**src/rtl/uart_rx.sv**
```systemverilog
// uart_rx: 8N1 UART receiver, LSB first, CLK_PER_BIT clocks per serial bit.
// The received byte is held in a one-entry valid/ready output buffer.
//
// Ports:
//   i_clk        - sole clock, rising edge
//   i_rst        - synchronous active-high reset
//   i_rx         - asynchronous serial line, idles high
//   o_data       - last correctly framed byte
//   o_data_valid - o_data holds a byte not yet consumed
//   i_data_rdy   - consumer ready; transfer when o_data_valid && i_data_rdy
//   o_frame_err  - one-cycle pulse: stop bit sampled low
//   o_overrun    - one-cycle pulse: good byte dropped, buffer full
module uart_rx #(
  parameter int unsigned CLK_PER_BIT = 4
) (
  input  logic       i_clk,
  input  logic       i_rst,
  input  logic       i_rx,
  output logic [7:0] o_data,
  output logic       o_data_valid,
  input  logic       i_data_rdy,
  output logic       o_frame_err,
  output logic       o_overrun
);

  localparam int unsigned CW = $clog2(CLK_PER_BIT);

  localparam logic [CW-1:0] CNT_MAX = CW'(CLK_PER_BIT - 1);
  localparam logic [CW-1:0] CNT_MID = CW'(CLK_PER_BIT / 2 - 1);
  localparam logic [CW-1:0] CNT_ONE = CW'(1);

  typedef enum logic [2:0] {
    IDLE,
    START,
    DATA,
    STOP,
    WAIT_IDLE
  } state_t;

  state_t        state_q;
  logic          rx_m_q;
  logic          rx_s_q;
  logic [CW-1:0] cnt_q;
  logic [2:0]    idx_q;
  logic [7:0]    shift_q;
  logic [7:0]    data_q;
  logic          valid_q;
  logic          frame_err_q;
  logic          overrun_q;

  logic xfer;
  assign xfer = valid_q && i_data_rdy;

  always_ff @(posedge i_clk) begin
    if (i_rst) begin
      state_q     <= IDLE;
      rx_m_q      <= 1'b1;
      rx_s_q      <= 1'b1;
      cnt_q       <= '0;
      idx_q       <= '0;
      shift_q     <= '0;
      data_q      <= '0;
      valid_q     <= 1'b0;
      frame_err_q <= 1'b0;
      overrun_q   <= 1'b0;
    end else begin
      rx_m_q      <= i_rx;
      rx_s_q      <= rx_m_q;
      frame_err_q <= 1'b0;
      overrun_q   <= 1'b0;

      // Consumer transfer; a delivery in the same cycle below overrides it.
      if (xfer) valid_q <= 1'b0;

      unique case (state_q)
        IDLE: begin
          if (!rx_s_q) begin
            state_q <= START;
            cnt_q   <= '0;
          end
        end

        // Wait half a bit, then confirm the start bit is still low.
        START: begin
          if (cnt_q == CNT_MID) begin
            cnt_q <= '0;
            if (!rx_s_q) begin
              state_q <= DATA;
              idx_q   <= '0;
            end else begin
              state_q <= IDLE;
            end
          end else begin
            cnt_q <= cnt_q + CNT_ONE;
          end
        end

        DATA: begin
          if (cnt_q == CNT_MAX) begin
            cnt_q          <= '0;
            shift_q[idx_q] <= rx_s_q;
            idx_q          <= idx_q + 3'd1;
            if (idx_q == 3'd7) state_q <= STOP;
          end else begin
            cnt_q <= cnt_q + CNT_ONE;
          end
        end

        // Returning straight to IDLE lets a start bit that begins right
        // after the stop sample be caught without loss.
        STOP: begin
          if (cnt_q == CNT_MAX) begin
            cnt_q <= '0;
            if (rx_s_q) begin
              state_q <= IDLE;
              if (!valid_q || xfer) begin
                data_q  <= shift_q;
                valid_q <= 1'b1;
              end else begin
                overrun_q <= 1'b1;
              end
            end else begin
              state_q     <= WAIT_IDLE;
              frame_err_q <= 1'b1;
            end
          end else begin
            cnt_q <= cnt_q + CNT_ONE;
          end
        end

        WAIT_IDLE: begin
          if (rx_s_q) state_q <= IDLE;
        end

        default: state_q <= IDLE;
      endcase
    end
  end

  assign o_data       = data_q;
  assign o_data_valid = valid_q;
  assign o_frame_err  = frame_err_q;
  assign o_overrun    = overrun_q;

endmodule

```
**config.mk**
```make
export PLATFORM = sky130hd
export DESIGN_NAME = uart_rx
export DESIGN_NICKNAME = d
export VERILOG_FILES = /design/src/rtl/uart_rx.sv
export SDC_FILE = /design/constraint.sdc
export NUM_CORES = 1
export LEC_CHECK = 0
export BUFFER_PORTS_ARGS = -buffer_cell sky130_fd_sc_hd__buf_2
export CAP_MARGIN = 20
export CORE_UTILIZATION = 50
export CTS_BUF_LIST = sky130_fd_sc_hd__clkbuf_4 sky130_fd_sc_hd__clkbuf_8
export CTS_CLUSTER_SIZE = 30
export DETAILED_ROUTE_END_ITERATION = 10
export PLACE_DENSITY_LB_ADDON = 0.25
export SYNTH_ARGS = -nofsm -noshare
export SYNTH_HDL_FRONTEND = slang
export SYNTH_SLANG_ARGS = --single-unit
```
**constraint.sdc**
```tcl
create_clock -name i_clk -period 4.7 [get_ports i_clk]
set_clock_uncertainty 0.2 [all_clocks]
set_input_delay 0.94 -clock i_clk [delete_from_list [all_inputs] [get_ports i_clk]]
set_output_delay 0.94 -clock i_clk [all_outputs]
set_load 0.02 [all_outputs]
```
**Yosys cells after proc, flatten, opt, wreduce, memory -nomap -nowiden**

Index checks and enable logic that the tools add are counted.

- Flip-flop bits (word level): 29
- Output and inout port bits: 11

- Add/subtract/negate cells: 2
- $lt $le $gt $ge: 2
- Equal/unequal tests: 14
- Muxes and demuxes: 27
- Bitwise operators: 3
- Reduce and logical (&&, ||, !) cells: 15

Operators by type and width:

| operator | count |
|---|---|
| $mux W3 | 10 |
| $pmux W3 S5 | 1 |
| $ne A2 B2 Y1 const B | 7 |
| $bwmux W8 | 1 |
| $mux W1 | 8 |
| $mux W2 | 4 |
| $reduce_and A4 Y1 | 2 |
| $eq A3 B2 Y1 const B | 2 |
| $eq A3 B3 Y1 const B | 2 |
| $pmux W2 S3 | 1 |
| $pmux W3 S2 | 1 |
| $reduce_and A6 Y1 | 1 |
| $lt A3 B4 Y1 const B | 1 |
| $reduce_and A2 Y1 | 2 |
| $reduce_or A4 Y1 | 1 |
| $add A3 B1 Y3 const B | 1 |
| $demux W1 S3 | 1 |
| $eq A3 B1 Y1 const B | 1 |
| $ge A3 B1 Y1 const B | 1 |
| $logic_not A3 Y1 | 1 |
| $not A1 Y1 | 3 |
| $reduce_bool A3 Y1 | 1 |
| $reduce_or A3 Y1 | 1 |
| $add A2 B1 Y2 const B | 1 |
| 7 further kinds | 8 |

**Logic depth before layout (Yosys ltp)**

- Depth after elaboration: 6
- Gate-level depth with buffers: 6
- Depth with buffers taken out: 6

**Worst setup path after synthesis**

OpenSTA, ideal clock, no wires.

- Kind: input to register
- From: input port i_rst
- To: register idx_q[2]
- Data arrival time: 1556 ps
- Data required time: 4372 ps
- Path slack: 2817 ps
- Cell stages on the path: 3
- Path buffers: 2
- Path through: clkbuf_1 buf_1 nor2_1

RTL lines:

| what | RTL line | source |
|---|---|---|
| start, declared | 17 | `input logic i_rst,` |
| end signal, assigned | 102 | `idx_q <= idx_q + 3'd1;` |
| end, declared | 44 | `logic [2:0] idx_q;` |

No word-level cell between the ends.

**Final worst setup path**

- From: register data_q[2] (netlist: o_data[2])
- To: output port o_data[2]

RTL lines:

| what | RTL line | source |
|---|---|---|
| start, declared | 46 | `logic [7:0] data_q;` |
| start signal, assigned | 117 | `data_q <= shift_q;` |
| end, declared | 19 | `output logic [7:0] o_data,` |

No word-level cell between the ends.

==> run_results.csv <==
group,metric,value,unit
yosys,netlist_instances,142,
floorplan,start_util,54.8,%
worst_setup_path,reg2reg_setup_slack,2.79,ns
worst_setup_path,critical_path_required_time,3.56,ns
floorplan,die_width,55.3,microns
detailed_routing,detailedRoute.firstIterationViolations,10,
final_layout,num_antenna_cells,0,
yosys,netlist.top_cell.by_area,"dfxtp_1",
worst_setup_path,critPathMaxFanout,2,
final_layout,fill_cells,231,
clock_tree,clkTransAtPathRegs,0.08,ns
clock_tree,clock_sinks,29,
power,power-per-cell-area,268,mW/mm^2
yosys,synth.yosys.warnings,0,
timing,timing_max_transition_violations_final,0,
detailed_routing,num_vias,1008,
worst_setup_path,crit_arrival,0.82,ns
global_route,globalRoute.totalOverflow,0,
worst_setup_path,setup.worst_path.class,"flop to primary output",
yosys,synthesis.area,0.00142,sq mm
timing,unrepaired_setup_endpoints_after_global_routing,"no",
yosys,synth_top_cells_by_area,"dfxtp_1, mux2i_1, nor2_1, ha_1, o41ai_2",
timing,layout_worst_path_cycle_share,41.7,%
worst_setup_path,timing.critical_path.max_delay_family,"flip-flops",
final_layout,finish.net_count,162,
clock_tree,cts_max_level,2,
worst_setup_path,critical_path_max_stage_delay,0.35,ns
final_layout,drive_gt1_share,23.0,%
power,peakVddDrop,177,uV
worst_setup_path,critical_path.cell_chain,"buf_2",
global_route,global_route_wire_length_before_repair,4090,microns
timing,timing.final.crit_period,1.96,ns
clock_tree,tritoncts.num_buffers,5,
clock_tree,tritoncts,"yes",
worst_setup_path,crit_path_start_kind,"flop",
timing,fmax,0.510,GHz
detailed_routing,detail_route.drc_violations,0,
timing,setup_viol,0,
yosys,netlist_top_cells_count,"dfxtp_1, nor2_1, mux2i_1",
global_route,number_of_global_route_vias_before_repair,911,
clock_tree,max-clock-path-buffers,2,
yosys,seq_area_frac_synth,40.9,%
timing,slew-limit-headroom,62.5,%
global_route,antenna_found_initial,0,
clock_tree,root_buffer,"clkbuf_4",
detailed_routing,wire_per_inst,12.9,microns
yosys,synthDistinctLibCells,45,
hold_path,timing.hold.worst.class,"flop to flop",
clock_tree,cts_hold_buf,0,
place,io_buffers,14,
global_route,global_route_total_usage_across_every_layer,16.8,%
job,max_cap_viol_count,0,
power,power.leakage,0.669,nW
detailed_routing,route.final.wire_length,2360,microns
worst_setup_path,critical_path.n_buffers_inverters,1,
timing,worstMarginPinSlew,0.563,ns
floorplan,core_region_area,0.00259,sq mm
detailed_routing,drt.antenna.violating_nets,0,
yosys,synth_top_area_share,40.9,%
timing,final_worst_setup_slack,2.74,ns
final_layout,multi_input_logic_area,763,sq um
timing,timing_hold_violations_final,0,
status,status,"finished, final reports clean",
yosys,synth.net_count,151,
clock_tree,post_cts_buffers,0,
floorplan,chipHeight,55.3,microns
yosys,synth-edff-count,0,
detailed_routing,avgViaCountPerCell,5.54,
floorplan,row_count,18,
yosys,synthesis.area_per_instance,10.0,sq um
yosys,synth-seq-cells,29,
yosys,post-synth-top-count-cell,"dfxtp_1",
timing,fin_setup_tns,0,ns
floorplan,design.die.area,0.00306,sq mm
clock_tree,clock_insertion_delay_worst_skew,0.32,ns
worst_setup_path,crit_path_end_kind,"primary output",
floorplan,boundaryPins,15,
global_route,maximum_number_of_pins_on_one_net_before_global_route_repair,33,
final_layout,area_of_all_sequential_standard_cells,581,sq um
yosys,synth_flop_cell,"dfxtp_1",
worst_setup_path,slowest_stage,"dfxtp_1",
clock_tree,cts_repair_resize_count,0,
detailed_routing,first_pass_iters,4,
yosys,postSynth.asyncResetShare,0,%
final_layout,area.growth.synth_to_final,6.78,%
place,detailed_place_hpwl,1490,microns
place,finalWeightedCongestion,0.753,
place,pre_cts_setup_slack,2.66,ns
layer usage:
layer	wire, microns	global-route usage, %	vias up
li1	-	-	517
met1	1180	22.6	466
met2	1040	23.9	17
met3	92	5.39	8
met4	42	8.57	0
met5	0	0	-
worst reg2reg max path: stages, from the launching register on:
cell     delay (ns)
dfxtp_1        0.59
ha_1           0.22
ha_1           0.13
mux2i_1        0.10
a22oi_4        0.19
nand2_2        0.11
o41ai_2        0.28
report_power, final:
part	switching (mW)	internal, mW
Sequential	0.00479	0.248
Combinational	0.0137	0.0108
Clock	0.0769	0.0517
cell families after synthesis:
group                    synth area share (%)
flip-flops                               40.9
AO/OA/AOI/OAI                            11.8
XOR/XNOR                                0.617
adder cells (fa/ha/maj)                  4.41
multiplexers                             12.0
AND/OR/NAND/NOR                          24.9
buffers and inverters                    5.37
registers in the layout (all words and copies together) (netlist names):
name and flops:
cnt_q 2, idx_q 3, o_data 8, o_data_valid 1, o_frame_err 1, o_overrun 1, rx_m_q 1, rx_s_q 1
shift_q 8, state_q 3
worst paths after layout:
path	from	to	depth (start not counted)
max reg2reg	idx_q[0]$_SDFFE_PP0P_	state_q[2]$_SDFFE_PP0P_	6
min reg2reg	rx_m_q$_SDFF_PP1_	rx_s_q$_SDFF_PP1_	1
max	o_data[2]$_SDFFE_PP0P_	o_data[2]	1
min	rx_m_q$_SDFF_PP1_	rx_s_q$_SDFF_PP1_	1
through the flow:
stage                     util (%)  instance area (sq um)  cells  hold slack [ns]  power [mW]
after global placement        56.9                   1470    176            0.195       0.282
after global routing          58.6                   1520    182            0.225       0.425
after detailed placement      56.9                   1470    176            0.199       0.283
final                         58.6                   1520    182            0.212       0.406
after CTS                     58.6                   1520    182            0.217       0.412
after floorplan                  -                   1420    142            0.189       0.278
layout make-up:
type / count / share of cell area (%)
Clock buffer: 5 / 2.48
Clock inverter: 1 / 0.330
Inverter: 6 / 1.49
Multi-Input combinational cell: 97 / 50.3
Sequential cell: 29 / 38.3
Tap cell: 30 / 2.48
Timing Repair Buffer: 14 / 4.62
cell usage in the layout, fill, tap and decap left out, types with 2 or more instances in the layout:
cell type,Yosys,layout
a22oi_1,2,2
nand2b_1,2,2
nor4b_2,2,2
mux2i_1,17,17
nor3_1,3,3
nand2_1,3,3
nand3_1,2,2
clkbuf_4,0,5
o21ai_1,3,3
inv_1,6,6
nor2_1,23,23
or2_2,2,2
nand4b_1,2,2
buf_2,1,14
dfxtp_1,29,29
ha_1,5,5
a21oi_1,5,5
o41ai_2,2,2
No activity file was read; power rests on OpenSTA's default activity.
